File: src/rtl/reg_wb_queue_pkg.sv
// reg_wb_queue_pkg: shared widths, queue sizing and the writeback entry type.
package reg_wb_queue_pkg;
  localparam int DEPTH = 8;
  localparam int ADDR_W = 5;
  localparam int DATA_W = 8;
  localparam int PTR_W = $clog2(DEPTH);
  localparam int CNT_W = PTR_W + 1;
  typedef struct packed {
    logic [ADDR_W-1:0] addr;
    logic [DATA_W-1:0] data;
  } wb_entry_t;
endpackage

File: src/rtl/reg_wb_queue_if.sv
// reg_wb_queue_if: producer, register-file drain and hazard-check signals of the writeback queue.
interface reg_wb_queue_if;
  import reg_wb_queue_pkg::*;
  logic              req1_v;
  logic [ADDR_W-1:0] req1_addr;
  logic [DATA_W-1:0] req1_data;
  logic              req2_v;
  logic [ADDR_W-1:0] req2_addr;
  logic [DATA_W-1:0] req2_data;
  logic              req_rdy;
  logic              hold;
  logic [ADDR_W-1:0] rwdt1;
  logic [ADDR_W-1:0] rwdt2;
  logic [DATA_W-1:0] in_data1;
  logic [DATA_W-1:0] in_data2;
  logic              w_en;
  logic [ADDR_W-1:0] chk_addr1;
  logic [ADDR_W-1:0] chk_addr2;
  logic              hit1;
  logic              hit2;
  logic [CNT_W-1:0]  count;
  logic              empty;
  modport master (
    output req1_v, req1_addr, req1_data, req2_v, req2_addr, req2_data, hold, chk_addr1, chk_addr2,
    input  req_rdy, rwdt1, rwdt2, in_data1, in_data2, w_en, hit1, hit2, count, empty
  );
  modport slave (
    input  req1_v, req1_addr, req1_data, req2_v, req2_addr, req2_data, hold, chk_addr1, chk_addr2,
    output req_rdy, rwdt1, rwdt2, in_data1, in_data2, w_en, hit1, hit2, count, empty
  );
endinterface

File: src/rtl/reg_wb_queue_mem.sv
// wb_queue_mem: uncleared entry storage, two write ports, head/head+1 reads, all addresses for hazard compare.
module wb_queue_mem
  import reg_wb_queue_pkg::*;
(
  input  logic              clk,
  input  logic              we1_i,
  input  logic [PTR_W-1:0]  wa1_i,
  input  wb_entry_t         wd1_i,
  input  logic              we2_i,
  input  logic [PTR_W-1:0]  wa2_i,
  input  wb_entry_t         wd2_i,
  input  logic [PTR_W-1:0]  ra1_i,
  input  logic [PTR_W-1:0]  ra2_i,
  output wb_entry_t         rd1_o,
  output wb_entry_t         rd2_o,
  output logic [ADDR_W-1:0] addr_o [DEPTH]
);
  wb_entry_t mem_q [DEPTH];
  always_ff @(posedge clk) begin
    if (we1_i) mem_q[wa1_i] <= wd1_i;
    if (we2_i) mem_q[wa2_i] <= wd2_i;
  end
  assign rd1_o = mem_q[ra1_i];
  assign rd2_o = mem_q[ra2_i];
  for (genvar i = 0; i < DEPTH; i++) begin : g_addr
    assign addr_o[i] = mem_q[i].addr;
  end
endmodule

File: src/rtl/reg_wb_queue.sv
// reg_wb_queue: in-order writeback queue, two enqueues and two register-file writes per cycle, RAW hit report.
module reg_wb_queue
  import reg_wb_queue_pkg::*;
(
  input  logic           clk,
  input  logic           rst_n,
  reg_wb_queue_if.slave  bus
);
  logic [PTR_W-1:0]  rd_q, rd_d, wr_q, wr_d;
  logic [CNT_W-1:0]  cnt_q, cnt_d;
  logic [1:0]        n_enq, n_deq;
  logic              acc1, acc2;
  wb_entry_t         head, next, port2;
  logic [ADDR_W-1:0] ent_addr [DEPTH];
  logic [DEPTH-1:0]  m1, m2;
  assign bus.req_rdy = cnt_q <= CNT_W'(DEPTH - 2);
  assign acc1 = bus.req_rdy && bus.req1_v;
  assign acc2 = bus.req_rdy && bus.req2_v;
  assign n_enq = {1'b0, acc1} + {1'b0, acc2};
  assign bus.empty = cnt_q == '0;
  assign bus.count = cnt_q;
  assign bus.w_en = !bus.empty && !bus.hold;
  assign n_deq = !bus.w_en ? 2'd0 : cnt_q >= CNT_W'(2) ? 2'd2 : 2'd1;
  // a lone entry drives both ports since the register file shares one enable
  assign port2 = cnt_q >= CNT_W'(2) ? next : head;
  assign bus.rwdt1 = head.addr;
  assign bus.in_data1 = head.data;
  assign bus.rwdt2 = port2.addr;
  assign bus.in_data2 = port2.data;
  assign cnt_d = cnt_q + CNT_W'(n_enq) - CNT_W'(n_deq);
  assign wr_d = wr_q + PTR_W'(n_enq);
  assign rd_d = rd_q + PTR_W'(n_deq);
  always_ff @(posedge clk) begin
    if (!rst_n) begin
      rd_q  <= '0;
      wr_q  <= '0;
      cnt_q <= '0;
    end else begin
      rd_q  <= rd_d;
      wr_q  <= wr_d;
      cnt_q <= cnt_d;
    end
  end
  wb_queue_mem u_mem (
    .clk    (clk),
    .we1_i  (acc1),
    .wa1_i  (wr_q),
    .wd1_i  ({bus.req1_addr, bus.req1_data}),
    .we2_i  (acc2),
    .wa2_i  (wr_q + PTR_W'(acc1)),
    .wd2_i  ({bus.req2_addr, bus.req2_data}),
    .ra1_i  (rd_q),
    .ra2_i  (rd_q + PTR_W'(1)),
    .rd1_o  (head),
    .rd2_o  (next),
    .addr_o (ent_addr)
  );
  // slot i is live when its distance from the head is below the occupancy
  for (genvar i = 0; i < DEPTH; i++) begin : g_hit
    logic [PTR_W-1:0] off;
    assign off = PTR_W'(i) - rd_q;
    assign m1[i] = ({1'b0, off} < cnt_q) && ent_addr[i] == bus.chk_addr1;
    assign m2[i] = ({1'b0, off} < cnt_q) && ent_addr[i] == bus.chk_addr2;
  end
  assign bus.hit1 = |m1 || (acc1 && bus.req1_addr == bus.chk_addr1) || (acc2 && bus.req2_addr == bus.chk_addr1);
  assign bus.hit2 = |m2 || (acc1 && bus.req1_addr == bus.chk_addr2) || (acc2 && bus.req2_addr == bus.chk_addr2);
endmodule
File: src/flat_wrapper.sv
// flat-port wrapper written by rule: the top's interface ports become plain ports
module reg_wb_queue_flat import reg_wb_queue_pkg::*;
  (clk, rst_n, bus_req1_v, bus_req1_addr, bus_req1_data, bus_req2_v, bus_req2_addr, bus_req2_data, bus_hold, bus_chk_addr1, bus_chk_addr2, bus_req_rdy, bus_rwdt1, bus_rwdt2, bus_in_data1, bus_in_data2, bus_w_en, bus_hit1, bus_hit2, bus_count, bus_empty);
  reg_wb_queue_if bus_i ();
  input  logic clk;
  input  logic rst_n;
  input wire logic [$bits(bus_i.req1_v)-1:0] bus_req1_v;
  input wire logic [$bits(bus_i.req1_addr)-1:0] bus_req1_addr;
  input wire logic [$bits(bus_i.req1_data)-1:0] bus_req1_data;
  input wire logic [$bits(bus_i.req2_v)-1:0] bus_req2_v;
  input wire logic [$bits(bus_i.req2_addr)-1:0] bus_req2_addr;
  input wire logic [$bits(bus_i.req2_data)-1:0] bus_req2_data;
  input wire logic [$bits(bus_i.hold)-1:0] bus_hold;
  input wire logic [$bits(bus_i.chk_addr1)-1:0] bus_chk_addr1;
  input wire logic [$bits(bus_i.chk_addr2)-1:0] bus_chk_addr2;
  output wire logic [$bits(bus_i.req_rdy)-1:0] bus_req_rdy;
  output wire logic [$bits(bus_i.rwdt1)-1:0] bus_rwdt1;
  output wire logic [$bits(bus_i.rwdt2)-1:0] bus_rwdt2;
  output wire logic [$bits(bus_i.in_data1)-1:0] bus_in_data1;
  output wire logic [$bits(bus_i.in_data2)-1:0] bus_in_data2;
  output wire logic [$bits(bus_i.w_en)-1:0] bus_w_en;
  output wire logic [$bits(bus_i.hit1)-1:0] bus_hit1;
  output wire logic [$bits(bus_i.hit2)-1:0] bus_hit2;
  output wire logic [$bits(bus_i.count)-1:0] bus_count;
  output wire logic [$bits(bus_i.empty)-1:0] bus_empty;
  assign bus_i.req1_v = bus_req1_v;
  assign bus_i.req1_addr = bus_req1_addr;
  assign bus_i.req1_data = bus_req1_data;
  assign bus_i.req2_v = bus_req2_v;
  assign bus_i.req2_addr = bus_req2_addr;
  assign bus_i.req2_data = bus_req2_data;
  assign bus_i.hold = bus_hold;
  assign bus_i.chk_addr1 = bus_chk_addr1;
  assign bus_i.chk_addr2 = bus_chk_addr2;
  assign bus_req_rdy = bus_i.req_rdy;
  assign bus_rwdt1 = bus_i.rwdt1;
  assign bus_rwdt2 = bus_i.rwdt2;
  assign bus_in_data1 = bus_i.in_data1;
  assign bus_in_data2 = bus_i.in_data2;
  assign bus_w_en = bus_i.w_en;
  assign bus_hit1 = bus_i.hit1;
  assign bus_hit2 = bus_i.hit2;
  assign bus_count = bus_i.count;
  assign bus_empty = bus_i.empty;
  reg_wb_queue u_core (.clk(clk), .rst_n(rst_n), .bus(bus_i));
endmodule
File: config.mk
export PLATFORM = sky130hd
export DESIGN_NAME = reg_wb_queue_flat
export DESIGN_NICKNAME = d
export VERILOG_FILES = /design/src/rtl/reg_wb_queue_pkg.sv /design/src/rtl/reg_wb_queue_if.sv /design/src/rtl/reg_wb_queue_mem.sv /design/src/rtl/reg_wb_queue.sv /design/src/flat_wrapper.sv
export SDC_FILE = /design/constraint.sdc
export NUM_CORES = 1
export LEC_CHECK = 0
export CORE_ASPECT_RATIO = 0.7
export CORE_UTILIZATION = 30
export CTS_CLUSTER_DIAMETER = 60
export CTS_CLUSTER_SIZE = 16
export DETAILED_ROUTE_END_ITERATION = 7
export DONT_BUFFER_PORTS = 1
export PLACE_DENSITY = 0.45
export REMOVE_ABC_BUFFERS = 1
export SLEW_MARGIN = 40
export SYNTH_ARGS = -nofsm -noshare
export SYNTH_HDL_FRONTEND = slang
export SYNTH_HIERARCHICAL = 1
export SYNTH_SLANG_ARGS = --single-unit
File: constraint.sdc
create_clock -name clk -period 4.9 [get_ports clk]
set_clock_uncertainty 0.05 [all_clocks]
set_input_delay 1.47 -clock clk [delete_from_list [all_inputs] [get_ports clk]]
set_output_delay 1.47 -clock clk [all_outputs]
set_load 0.1 [all_outputs]
* Word-level counts from Yosys, hierarchy flattened
Memory sizes are Yosys's and may differ from the RTL's. A register that Yosys moved wholly into a read port is not among the register bits. Index checks and enable logic that the tools add are counted.
Storage, ports and cells: RAM bits 104, ROM bits 0, bits of input ports 41, memories kept 1, latch bits 0, output and inout bits 35, flip-flop bits (word level) 10
Operators by class: reductions and logical operators 32, muxes and demuxes 8, bitwise gates (word level) 0, shift operators 0, $add $sub $neg 15, multiply operators 0, equality and inequality tests 20, divide/modulo/power cells 0, order comparisons 10
Memories:
- u_core.u_mem.mem_q | words 8, width 13, read ports 10, clocked after Yosys merged registers in 1, write ports 2, line reg_wb_queue_mem.sv:18 | wb_entry_t mem_q [DEPTH];
Operator list (number):
- $eq A5 B5 Y1 | 20
- $lt A3 B4 Y1 | 8
- $logic_and A1 B1 Y1 | 23
- $reduce_or A8 Y1 | 2
- $mux W13 | 1
- $sub A3 B3 Y3 const A | 4
- $add A3 B2 Y3 | 2
- $sub A1 B3 Y3 const A | 2
- $sub A2 B3 Y3 const A | 2
- $add A4 B2 Y4 | 1
- $ge A4 B2 Y1 const B | 1
- $le A4 B3 Y1 const B | 1
- $logic_not A4 Y1 | 1
- $logic_or A1 B1 Y1 | 4
- $mux W1 | 4
- $mux W2 | 2
- $sub A4 B2 Y4 | 1
- $add A3 B1 Y3 | 1
- $add A3 B1 Y3 const B | 1
- $mux W3 | 1
- $add A1 B1 Y2 | 1
- $logic_not A1 Y1 | 2

* Logic depth before layout (Yosys ltp)
depth in word-level cells 6, gate-level depth with buffers 15

* Hierarchy
Netlist, hierarchy kept.
Modules (own cells, without submodules):
- wb_queue_mem | cells each 374, seq. area each 3123.0 um^2, instances 1, area each 6653.9 um^2
- reg_wb_queue | cells each 305, seq. area each 200.2 um^2, instances 1, area each 2542.4 um^2

* Worst setup path before layout
No wires, ideal clock.
path type reg-to-reg, start point register u_core.cnt_q[3], in the netlist u_core/bus.count[3], end point register u_core.cnt_q[3], in the netlist u_core/bus.count[3], setup time 0.115 ns, path slack -2.228 ns, cell stages (with the launch flop) 14, arrival time 6.963 ns, path through dfxtp_1 inv_1 buf_2 ha_1 nor3b_1 nor2_1 and2_1 fa_1 inv_1 ha_1 a21o_1 a21oi_1 xor2_1 and2_1
On the way: longest elaborated chain between the ends 5, elaborated cells on any way between the ends 12
Ends and longest elaborated chain:
- start, declared | line reg_wb_queue.sv:10 | logic [CNT_W-1:0] cnt_q, cnt_d;
- start signal, assigned | line reg_wb_queue.sv:41 | cnt_q <= cnt_d;
- $logic_not A4 Y1 | line reg_wb_queue.sv:20 | assign bus.empty = cnt_q == '0;
- via bus_empty | line flat_wrapper.sv:25 | output wire logic [$bits(bus_i.empty)-1:0] bus_empty;
- $logic_not A1 Y1 | line reg_wb_queue.sv:22 | assign bus.w_en = !bus.empty && !bus.hold;
- $logic_and A1 B1 Y1 | line reg_wb_queue.sv:22
- via bus_w_en | line flat_wrapper.sv:21 | output wire logic [$bits(bus_i.w_en)-1:0] bus_w_en;
- $mux W2 | line reg_wb_queue.sv:23 | assign n_deq = !bus.w_en ? 2'd0 : cnt_q >= CNT_W'(2) ? 2'd2 : 2'd1;
- $sub A4 B2 Y4 | line reg_wb_queue.sv:30 | assign cnt_d = cnt_q + CNT_W'(n_enq) - CNT_W'(n_deq);
The timed path passes the listed nets, and every way through them passes these cells. A chain may end at the register's enable or synchronous reset.

==> qor.yml <==
die_height_um: 148
fmax_ghz: 0.214
hpwlAfterDp_um: 19900
synthArstFlopShare_pct: 0
max_cap_violations: 0
numPortBuffers: 0
synth_compound_area_share_pct: 3.29
die-area_mm2: 0.0314
finalNonFillerCells: 1091
synth_xor_area_share_pct: 10.4
fin_crit_sh_pct: 95.3
synth_most_common_cell: "mux2_2"
worstPathRequired_ns: 3.38
nets: 738
critPathBufInv: 3
crit_path_end_kind: "output pin"
core_area_mm2: 0.0301
synth_seq_cells: 114
path_max_fanout: 26
critPathMaxStageDelay_ns: 0.45
viasPerCell: 5.31
start_util_pct: 30.5
ys_seq_area_share_pct: 36.1
gp_congestion: 0.886
overflow: 0
clk_pin_slew_worst_paths_ns: 0.06
synth-simple-area-share_pct: 5.44
setup_ws_ns: 0.228
slew_violations: 0
ys.flop_type: "edfxtp_1"
grt_max_degree: 27
synth.distinct_cells: 48
run_status: "complete, no violations"
setup_viol: 0
synthCells: 679
finalHoldViolations: 0
syn_to_final_growth_pct: 10.9
grt_pass1_vias: 5979
min_period_ns: 4.67
wirelength_um: 28300
dp_cells: 1060
synth_top_family_by_area: "multiplexers"
post_route_cells_drive_above_1_share_pct: 35.1
num_vias: 5788
synth.top_cell.area_share_pct: 34.0
slew_headroom_pct: 59.1
drc_errors: 0
synth_largest_area_cell: "edfxtp_1"
syn_area_mm2: 0.00920
avgSynthCellArea_um2: 13.5
synth-edff-count: 104
yosysWarnings: 6
synth_fa_ha_area_share_pct: 4.41
yosys-mux-area-fraction_pct: 32.9
die_w_um: 211
ioPinCount: 76
cts_tree: "done"
fin_util_pct: 33.9
hold_class: "flip-flop to flip-flop"
antenna_cells: 0
yosys-top-cells-count: "mux2_2, edfxtp_1, xnor2_1, buf_4, mux4_1"
crit_slowest_cell: "buf_4"
start_kind: "flip-flop"
cts-root-buf: "clkbuf_16"
rows: 53
numCtsBuffers: 17
clock_sinks: 114
grt_usage_pct: 18.4
worst_pin_slew_ns: 0.613
ctsResizeCount: 0
arrival_ns: 3.15
dr.pass1.iters: 4
wl_per_cell_um: 25.9
htree_levels: 4
ant_nets: 0
fin_tns_setup_ns: 0
crit_chain: "buf_4 > ha_1 > xor2_2 > buf_4 > mux4_1 > mux2_2 > mux2_2 > buf_12"
crit_type: "flip-flop to output pin"
netlist_top_cells_area: "edfxtp_1, mux2_2, mux4_1, xnor2_1, buf_4"
drt-initial-drc-count: 463
postCtsHoldBufs: 0
cts_buffer_depth: 2
clkLatencyLatePin_ns: 0.43
grt_pass1_wl_um: 40800
rsz0062_at_grt: "false"
antenna_found_initial: 0
postCtsSetupRepairBufs: 0
cp_top_family: "multiplexers"
dp_worst_setup_slack_ns: 0.677
layout make-up:
type                       count  area [um^2]
fill                        2971        19900
multi-input combinational    465         5230
sequential                   114         3330
tap                          412          515
timing repair buffer          47          470
clock buffer                  17          425
clock inverter                14          143
inverter                      22         82.6
path summary, 6_finish.rpt:
path,startpoint,end,slack (ns),cells after the start
worst min-delay path,u_core/wr_q[2],u_core/wr_q[2],0.62,2
worst max register to register,u_core/bus.count[3],u_core/u_mem/mem_q[3][3],0.91,12
worst max-delay path,u_core/rd_q[1],bus_in_data2[0],0.23,8
worst min register to register,u_core/wr_q[2],u_core/wr_q[2],0.62,2
worst register-to-register path, stage by stage, from the launching register on:
cell      delay (ns)
dfxtp_2         0.67
inv_1           0.14
ha_1            0.23
a21bo_2         0.23
nand3_1         0.23
inv_1           0.21
ha_1            0.22
ha_1            0.19
xor2_1          0.15
buf_4           0.19
nand4b_1        0.54
buf_4           0.39
mux2_2          0.29
sequential cells by signal, indices dropped and copies added, names as in the netlist:
signal              flops
u_core/bus.count        4
u_core/rd_q             3
u_core/u_mem/mem_q    104
u_core/wr_q             3
metrics by stage:
step,area [um^2],hold WS [ns]
5_1_grt,10200,0.679
6_report,10200,0.623
2_1_floorplan,8590,0.557
4_1_cts,10200,0.628
3_3_place_gp,9630,0.612
3_5_place_dp,9630,0.603
placed cells by master, fill, tap and decap left out, types with 4 or more instances in the layout:
master      count
ha_1           26
nand2_1        18
xnor2_1        81
nor2_1          5
clkinvlp_4      6
nand3_1        21
and2_1         10
a211oi_1       11
nor3_1          6
o21ai_1         7
inv_1          22
fa_1            4
xor2_1         27
a21oi_1         6
mux2_4         13
buf_4          38
clkinv_2        4
dfxtp_1         8
nor4_1          8
clkbuf_16      18
edfxtp_1      104
mux4_1         52
mux2_2        130
buf_12          8
per-layer routing:
metal,track usage (%),share of wire (%),vias up
li1,-,-,2551
met1,24.6,46,3021
met2,29.0,46,184
met3,5.15,6.2,32
met4,5.29,1.8,0
met5,0,0,-
kinds of logic after synthesis:
family | after synthesis
multiplexers | 195
flip-flops | 114
AO/OA/AOI/OAI | 43
buffers and inverters | 100
XOR/XNOR | 109
adder cells (fa/ha/maj) | 30
AND/OR/NAND/NOR | 88
Power is left out: the tool's default activity adds up to more than one toggle a clock period on the data nets, which glitch-free logic cannot reach.
